--- src/rtl/dac_sample_streamer.sv ---
// Paced replay of 8-bit sample codes to the DAC_8BIT d0..d7 pins.
// Samples arrive over a valid/ready write port into a small FIFO.
module dac_sample_streamer #(
    parameter int unsigned DEPTH      = 8,
    parameter int unsigned DIV_W      = 16,
    parameter logic [7:0]  RESET_CODE = 8'h80
) (
    input  logic                     clk,
    input  logic                     rst,
    input  logic                     en,
    input  logic [DIV_W-1:0]         div,
    input  logic                     wr_valid,
    input  logic [7:0]               wr_data,
    output logic                     wr_ready,
    output logic [7:0]               dac_d,
    output logic                     sample_strobe,
    output logic                     underflow,
    input  logic                     uf_clr,
    output logic [$clog2(DEPTH):0]   level,
    output logic                     empty,
    output logic                     full
);

    localparam int unsigned AW = $clog2(DEPTH);
    localparam int unsigned LW = AW + 1;

    logic [7:0]       mem [DEPTH];
    logic [AW-1:0]    wr_ptr;
    logic [AW-1:0]    rd_ptr;
    logic [DIV_W-1:0] cnt;

    logic             tick_c;
    logic             push_c;
    logic             pop_c;
    logic [LW-1:0]    level_nxt_c;

    // Tick uses >= so a shrinking divider takes effect without a wrap-around stall.
    always_comb begin
        tick_c      = en && (cnt >= div);
        push_c      = wr_valid && !full;
        pop_c       = tick_c && !empty;
        level_nxt_c = level;
        unique case ({push_c, pop_c})
            2'b10:   level_nxt_c = level + LW'(1);
            2'b01:   level_nxt_c = level - LW'(1);
            default: level_nxt_c = level;
        endcase
    end

    assign wr_ready = !full;

    // Storage carries no reset; pointers and level define which entries are live.
    always_ff @(posedge clk) begin
        if (push_c) begin
            mem[wr_ptr] <= wr_data;
        end
    end

    always_ff @(posedge clk) begin
        if (rst) begin
            wr_ptr <= '0;
            rd_ptr <= '0;
            level  <= '0;
            empty  <= 1'b1;
            full   <= 1'b0;
        end else begin
            if (push_c) begin
                wr_ptr <= wr_ptr + AW'(1);
            end
            if (pop_c) begin
                rd_ptr <= rd_ptr + AW'(1);
            end
            level <= level_nxt_c;
            empty <= (level_nxt_c == '0);
            full  <= (level_nxt_c == LW'(DEPTH));
        end
    end

    // Sample-rate pacing counter, held at zero while playback is disabled.
    always_ff @(posedge clk) begin
        if (rst) begin
            cnt <= '0;
        end else if (!en || tick_c) begin
            cnt <= '0;
        end else begin
            cnt <= cnt + DIV_W'(1);
        end
    end

    always_ff @(posedge clk) begin
        if (rst) begin
            dac_d         <= RESET_CODE;
            sample_strobe <= 1'b0;
        end else begin
            sample_strobe <= pop_c;
            if (pop_c) begin
                dac_d <= mem[rd_ptr];
            end
        end
    end

    // A starved tick wins over a coincident clear so no underflow event is lost.
    always_ff @(posedge clk) begin
        if (rst) begin
            underflow <= 1'b0;
        end else if (tick_c && empty) begin
            underflow <= 1'b1;
        end else if (uf_clr) begin
            underflow <= 1'b0;
        end
    end

endmodule

--- config.mk ---
export PLATFORM = sky130hd
export DESIGN_NAME = dac_sample_streamer
export DESIGN_NICKNAME = d
export VERILOG_FILES = /design/src/rtl/dac_sample_streamer.sv
export SDC_FILE = /design/constraint.sdc
export NUM_CORES = 1
export LEC_CHECK = 0
export BUFFER_PORTS_ARGS = -buffer_cell sky130_fd_sc_hd__clkbuf_2
export CAP_MARGIN = 30
export CORE_MARGIN = 2
export CORE_UTILIZATION = 40
export DETAILED_ROUTE_END_ITERATION = 12
export PLACE_DENSITY = 0.58
export SYNTH_ARGS = -nofsm -noshare
export SYNTH_HDL_FRONTEND = slang
export SYNTH_SLANG_ARGS = --single-unit
--- constraint.sdc ---
create_clock -name clk -period 9.2 [get_ports clk]
set_clock_uncertainty 0.15 [all_clocks]
set_input_delay 0.92 -clock clk [delete_from_list [all_inputs] [get_ports clk]]
set_output_delay 0.92 -clock clk [all_outputs]
set_load 0.01 [all_outputs]
* After elaboration in Yosys (flattened, before gate mapping) *
Memories as Yosys holds them, arrays and structs flattened. A register that Yosys moved wholly into a read port is not among the register bits.
Index checks and enable logic that the tools add are counted.

storage, ports and cells
  flip-flop bits (word level) = 30
  input bits = 29
  word-level logic and storage cells = 34
  memories = 1
  bits in writable memories = 64
  output and inout port bits = 17

operators by class
  $add $sub $neg = 5
  equality and inequality tests = 3
  order comparisons = 1
  multiplexer cells = 5
  reductions and logical operators = 11

memories
  name  words  width  rd ports  clocked after Yosys merged registers in  wr ports  RTL line  RTL
  mem   8      8      1         1                                        1         27        logic [7:0] mem [DEPTH];

operators by type and width
  kind                     count
  $add A16 B1 Y16 const B  1
  $ge A16 B16 Y1           1
  $pmux W4 S2              1
  $add A3 B1 Y3 const B    2
  $add A4 B1 Y4 const B    1
  $eq A4 B4 Y1 const B     1
  $logic_and A1 B1 Y1      4
  $logic_not A4 Y1         1
  $mux W1                  4
  $sub A4 B1 Y4 const B    1
  $logic_not A1 Y1         3
  $eq A2 B1 Y1 const B     1
  $eq A2 B2 Y1 const B     1
  $reduce_bool A2 Y1       1
  $reduce_or A2 Y1         1
  $logic_or A1 B1 Y1       1

* Logic depth before layout (Yosys ltp) *
Gate-level depths: netlist (run 1).

  depth after elaboration = 6
  gate-level depth with buffers = 15
  depth with buffers taken out = 14

* Worst setup path after synthesis (run 1) *
Ideal clock, no wire load.

  path kind = input-to-reg
  from = in div[13]
  to = reg full
  arrival time = 4.063 ns
  setup slack = 4.892 ns
  buffers on the path = 1
  cell stages on the path = 15
  cells stage by stage = inv_1 ha_1 and4_2 nand4_1 or4_4 a311o_1 buf_6 inv_4 ha_1 ha_1 a21o_1 a21oi_1 xor2_1 or3_1 a221oi_1

on the way
  longest elaborated chain between the ends = 6
  elaborated cells between the ends (all ways) = 7
  those cells by class = 1 x order compare; 3 x eq/ne; 1 x mux; 2 x reduce/logical

RTL lines
  what                                          RTL line  RTL
  start: declaration                            11        input logic [DIV_W-1:0] div,
  $ge A16 B16 Y1 (*)                            39        tick_c = en && (cnt >= div);
  $logic_and A1 B1 Y1 (*)                       39
  $logic_and A1 B1 Y1 (*)                       41        pop_c = tick_c && !empty;
  net pop_c                                     34        logic pop_c;
  $eq A2 B1 Y1 or $eq A2 B2 Y1 (tied branches)  43        unique case ({push_c, pop_c})
  $pmux W4 S2 (*)                               43
  $eq A4 B4 Y1 (*)                              75        full <= (level_nxt_c == LW'(DEPTH));
  end signal: assignment                        75
  end: declaration                              21        output logic full

Mark *: on every way through the listed nets, which the timed path passes. The rest lies on a longest branch.
A chain may end at the register's enable or synchronous reset.

* Worst setup path in the final report (run 1) *
  from = in div[6]
  to = reg full

The elaborated chain is that of the path after synthesis.

==> metrics.txt, run 1 <==
first-pass GRT wire length 13.8 mm; Chip Height between 100 and 150 um; standard-cell rows 38; min-delay src underflow; P_leak roughly 2 nW; Overflow after GRT 0; worst slew pin tran 0.929 ns; Worst-path clk slew 0.07 ns; Reg power frac 0.534; Initial Util 0.415; Cell variety after synth 44; FF-to-FF End full; YS warnings 0; Slew HR 0.379; Sinks on Clock Net 102; Worst-Skew Late Latency around 0.35 ns; Worst Hold End underflow; Area Overhead vs Synth 14.7%; cells after synthesis between 300 and 400; EDFF count, synth 64; Max Cap Violations 0; Critical Path Start Type primary input; Num CTS Buffers 9; status finished clean; Async SR Flop Fraction 0; Crit Path Category primary input to flop; R2R Setup Slk 4.79 ns; drt wl/cell 15.9 um; die area 12,300 um2; sequential element share of the synthesized area 0.589; vias per cell just over 5; Final Hold Viols 0; drt drc 0; input/output buffers 45; H-tree depth 3; via count around 2,700; Max clock buf depth 2; Worst Setup SP div[6]; TritonCTS clock tree yes; crit path max fanout 10; Hold Crit Class flop to flop; layout cell share with drive strength beyond 1 0.242; largest net degree at the start of global routing 35; Crit. End Element flop; critical path arrival 4.74 ns; Initial DRC Count 235; NetSw 208 uW; # fillers just under 1,000; Reg2Reg Launch Point cnt[0]; Final Cycle Share 0.505; Worst IR Drop VDD 164 uV; most common cell after layout, fill and taps aside edfxtp_1; cts repair resizes 0; most frequently used flop master after synthesis edfxtp_1; clock root cell clkbuf_16; GRT Total Usage 0.146; Min-Delay Path Depth 2; Comb pwr share 0.048; PD cells 180 nW/um2; Die Wd 111 um; Sw Ratio 0.222; initial antenna violation count 0; TritonRoute pass-1 iters 6; syn nets 394; # hold bufs at CTS 0; antenna diode count 0; vias in the first global route approximately 2,700; Power, Total 938 uW; Worst Path Required 9.30 ns; GP Congestion ~0.78; clock share of power 0.417; min Tclk post-route 4.65 ns; area of the multi-input gates 1730 um2; synthesized area 4550 um2; core area 11,000 um2; Final Max Tran Viols 0; setup bufs post-CTS 0; RSZ-0062 raised after global routing false; #FFs+latches synth 102; Register Area between 2000 and 3000 um2; number of nets with antenna violations after routing 0; TNS Setup 0 ns; WL final 8.49 mm; setup violators final 0; post-DP HPWL 5.84 mm; Mean Syn Cell Area 13.3 um2; fin nets 441; worst r2r path cells 14; commonest non-fill, non-tap cells in the layout edfxtp_1 (64), nor2_1 (49), clkbuf_2 (45); I/O pin count 46; Internal Power about 730 uW; Max Fclk approximately 220 MHz
## worst max path at each step
stage	slack [ns]	to
finish	4.55	full
CTS	4.59	full
detailed placement	4.25	full
global placement	4.36	full
floorplan	4.89	full
global route	4.21	full
## kinds of logic after synthesis
family                   count (synthesis)  synth area share
adder cells (fa/ha/maj)                 23            0.0649
XOR/XNOR                                19            0.0365
AO/OA/AOI/OAI                           22            0.0333
flip-flops                             102             0.589
multiplexers                            36             0.131
AND/OR/NAND/NOR                        106             0.114
buffers and inverters                   34            0.0308
## critical path, cell delays in order
cell and delay (ns):
clkbuf_2 0.08, inv_1 0.03, ha_1 0.30, and3_1 0.19, o311a_2 0.36, o21ai_0 0.39
a311o_1 0.70, inv_4 0.08, ha_1 0.28, ha_1 0.30, a21o_1 0.15, a21oi_1 0.19
xor2_1 0.10, or3_1 0.35, a221oi_1 0.31
## cell type report
cell class | count | share of cell area
multi-input cells | 206 | 0.331
repair buffers | 48 | 0.0474
flip-flops and latches | 102 | 0.514
inverters | 22 | 0.0163
clock inverters | 6 | 0.0149
well taps | 140 | 0.0335
clock buffers | 9 | 0.0431
## cells in the mapped netlist, types with 2 or more instances
master,n,share of area
a211oi_1,2,0.0033
a21oi_1,6,0.0066
a31o_2,2,0.0038
and2_1,2,0.0027
and4_1,2,0.0038
buf_2,2,0.0022
clkbuf_1,9,0.0074
dfxtp_1,38,0.17
edfxtp_1,64,0.42
ha_1,22,0.060
inv_1,21,0.017
mux2_4,7,0.023
mux2i_1,11,0.024
mux4_2,16,0.079
nand2_1,11,0.0091
nand2b_1,6,0.0082
nand3_1,7,0.0077
nand4_1,6,0.0082
nor2_1,49,0.040
nor2b_1,11,0.015
nor3_1,5,0.0055
o21ai_0,4,0.0044
xnor2_1,11,0.021
xor2_1,8,0.015
## power by group through the flow
stage / sequential, mW / combinational [mW] / clock [mW]
floorplan: 0.511 / 0.0261 / 0
global placement: 0.511 / 0.0443 / 0
detailed placement: 0.512 / 0.0459 / 0
CTS: 0.502 / 0.0463 / 0.402
global route: 0.502 / 0.0523 / 0.421
finish: 0.502 / 0.0453 / 0.392
## flip-flops by register name, indices dropped and copies added (netlist names)
register	count
level	4
empty	1
full	1
mem	64
wr_ptr	3
rd_ptr	3
sample_strobe	1
underflow	1
dac_d	8
cnt	16
## per-stage QoR
stage / instance area [um2] / setup slack (ns) / std cells / utilization / hold slack, ns
2_1_floorplan: 4550 / 4.89 / 342 / - / 0.314
6_report: 5220 / 4.55 / 533 / 0.476 / 0.324
5_1_grt: 5220 / 4.21 / 533 / 0.476 / 0.356
3_5_place_dp: 4920 / 4.25 / 518 / 0.448 / 0.321
4_1_cts: 5220 / 4.59 / 533 / 0.476 / 0.331
3_3_place_gp: 4920 / 4.36 / 518 / 0.448 / 0.311
## layer usage
metal,vias up,track usage,routed length [um]
met1,1308,0.168,3690
met2,53,0.256,4370
met4,0,0.0450,105
li1,1329,-,-
met5,-,0,0
met3,7,0.0514,320
No activity file was read; power rests on OpenSTA's default activity.
==> inputs of run 2 (changes only) <==
--- a/config.mk
+++ b/config.mk
@@ -10,7 +10,7 @@
 export CORE_MARGIN = 2
 export CORE_UTILIZATION = 40
 export DETAILED_ROUTE_END_ITERATION = 12
-export PLACE_DENSITY = 0.58
+export PLACE_DENSITY = 0.6
 export SYNTH_ARGS = -nofsm -noshare
 export SYNTH_HDL_FRONTEND = slang
 export SYNTH_SLANG_ARGS = --single-unit
==> constraint.sdc (replaced) <==
create_clock -name clk -period 4.05 [get_ports clk]
set_clock_uncertainty 0.15 [all_clocks]
set_input_delay 0.405 -clock clk [delete_from_list [all_inputs] [get_ports clk]]
set_output_delay 0.405 -clock clk [all_outputs]
set_load 0.01 [all_outputs]
==> run 2 against run 1 <==
Global-route usage shrank 0.54 points. Sequential share of layout area shrank 0.37 points. Setup slack lost 4.4 ns. Clock power grew 110%. Power grew 120%. Sequential cell count is the same. Wire length shrank 0.27%. Final area grew 0.72%. Cell count grew 1.3%. Clock-buffer cell count is the same. Highest routed layer unchanged.
==> metrics.txt, run 2 (same netlist as run 1, synthesis figures left out) <==
crit-path max cell delay between 0.5 and 0.6 ns; Reg with most FFs mem; Critical Path Start Type flop; worst slew pin tran 0.929 ns; Max Cap Violations 0; P_leak 2.02 nW; Worst IR Drop VDD roughly 230 uV; Worst Path Required just over 4 ns; GRT Total Usage 0.141; min-delay src uf_clr; Non-Filler Cell Area, Final between 5000 and 6000 um2; Initial Util 0.415; Crit Path Category flop to flop; I/O pin count 46; Max Fclk about 260 MHz; Worst Setup SP cnt[9]; clock share of power 0.400; Largest regs mem (64), cnt (16), dac_d (8); Die Wd 111 um; Chip Height about 110 um; post-DP HPWL around 5.7 mm; Worst-Skew Late Latency 0.34 ns; antenna diode count 0; WL final 8.47 mm; Num CTS Buffers 9; setup bufs post-CTS 0; Final Max Tran Viols 0; via count about 2,700; most common cell after layout, fill and taps aside edfxtp_1; highest-delay cell along the critical path or4_4; vias in the first global route between 2,000 and 3,000; Comb pwr share 0.052; crit path max fanout 5; core area 11,000 um2; Reg2Reg Launch Point cnt[9]; TritonCTS clock tree yes; Power, Total between 2 and 2.5 mW; critical path arrival 3.95 ns; drt drc 0; number of nets with antenna violations after routing 0; CP cell instances ha_1 -> and4_1 -> nand2_1 -> or4_4 -> a311o_1 -> inv_4 -> ha_2 -> ha_1 -> a21o_1 -> a21oi_1 -> xor2_1 -> or3_1 -> a221oi_1; status finished clean; fin nets 447; Hold Crit Class primary input to flop; H-tree depth 3; Final Hold Viols 0; PD cells 395 nW/um2; TritonRoute pass-1 iters 4; input/output buffers 45; post-layout util 0.479; Sw Ratio 0.229; largest net degree at the start of global routing 35; first-pass GRT wire length 13.6 mm; Internal Power roughly 1.6 mW; initial antenna violation count 0; delay-heaviest family, CP simple AND/OR/NAND/NOR gates; RSZ-0062 raised after global routing false; vias per cell about 5.1; most frequent CP cell ha_1; die area 12,300 um2; commonest non-fill, non-tap cells in the layout edfxtp_1 (64), nor2_1 (49), clkbuf_2 (45); drt wl/cell between 15 and 20 um; NetSw 476 uW; Largest register FFs 64; WP buf/inv 1; Final Cycle Share 0.952; min Tclk post-route 3.86 ns; Max clock buf depth 2; Initial DRC Count 194; Reg power frac 0.547; clock root cell clkbuf_16; Crit. End Element flop; Slew HR 0.380; Worst-path clk slew ~0.070 ns; GP Congestion 0.884; layout cell share with drive strength beyond 1 0.258; Area Overhead vs Synth 15.6%; placed cells 524; Cell Area, Placed 4970 um2; Overflow after GRT 0; TNS Setup 0 ns; standard-cell rows 38; Finished Layout Cells 540; cts repair resizes 0; setup violators final 0; # hold bufs at CTS 0; Sinks on Clock Net 102
run 2: worst paths after layout:
path / depth (start not counted) / end / slack (ns)
worst min register to register: 2 / underflow / 0.32
worst min-delay path: 3 / underflow / 0.17
worst max-delay path: 13 / full / 0.19
worst max register to register: 13 / full / 0.19
run 2: area by class of cell:
class | instances | area (um2)
clock inverter | 7 | 61.3
inverter | 22 | 85.1
tap | 140 | 175
fill | 945 | 5720
multi-input combinational | 206 | 1740
sequential | 102 | 2680
timing repair buffer | 54 | 293
clock buffer | 9 | 225
run 2: worst register-to-register path: stages (launching register included):
cell	delay, ns
dfxtp_1	0.37
ha_1	0.32
and4_1	0.25
nand2_1	0.07
or4_4	0.56
a311o_1	0.42
inv_4	0.08
ha_2	0.22
ha_1	0.24
a21o_1	0.15
a21oi_1	0.17
xor2_1	0.10
or3_1	0.36
a221oi_1	0.29
run 2: power by group through the flow:
| stage | Clock [mW] | Sequential (mW) | Combinational [mW] |
|---|---|---|---|
| after detailed placement | 0 | 1.16 | 0.109 |
| final | 0.832 | 1.14 | 0.108 |
| after global placement | 0 | 1.16 | 0.106 |
| after global routing | 0.894 | 1.14 | 0.122 |
| after CTS | 0.854 | 1.14 | 0.110 |
| after floorplan | 0 | 1.16 | 0.0593 |
run 2: metal layers:
metal	track usage	up-vias	wire, um
met5	0	-	0
met4	0.0375	0	72
met3	0.0317	7	312
met2	0.236	50	4150
met1	0.186	1330	3930
li1	-	1344	-
run 2: stage by stage:
step	hold WS, ns	worst slack [ns]
2_1_floorplan	0.314	0.257
3_3_place_gp	0.307	0.139
3_5_place_dp	0.316	0.0242
4_1_cts	0.168	0.132
5_1_grt	0.190	0.0297
6_report	0.169	0.193
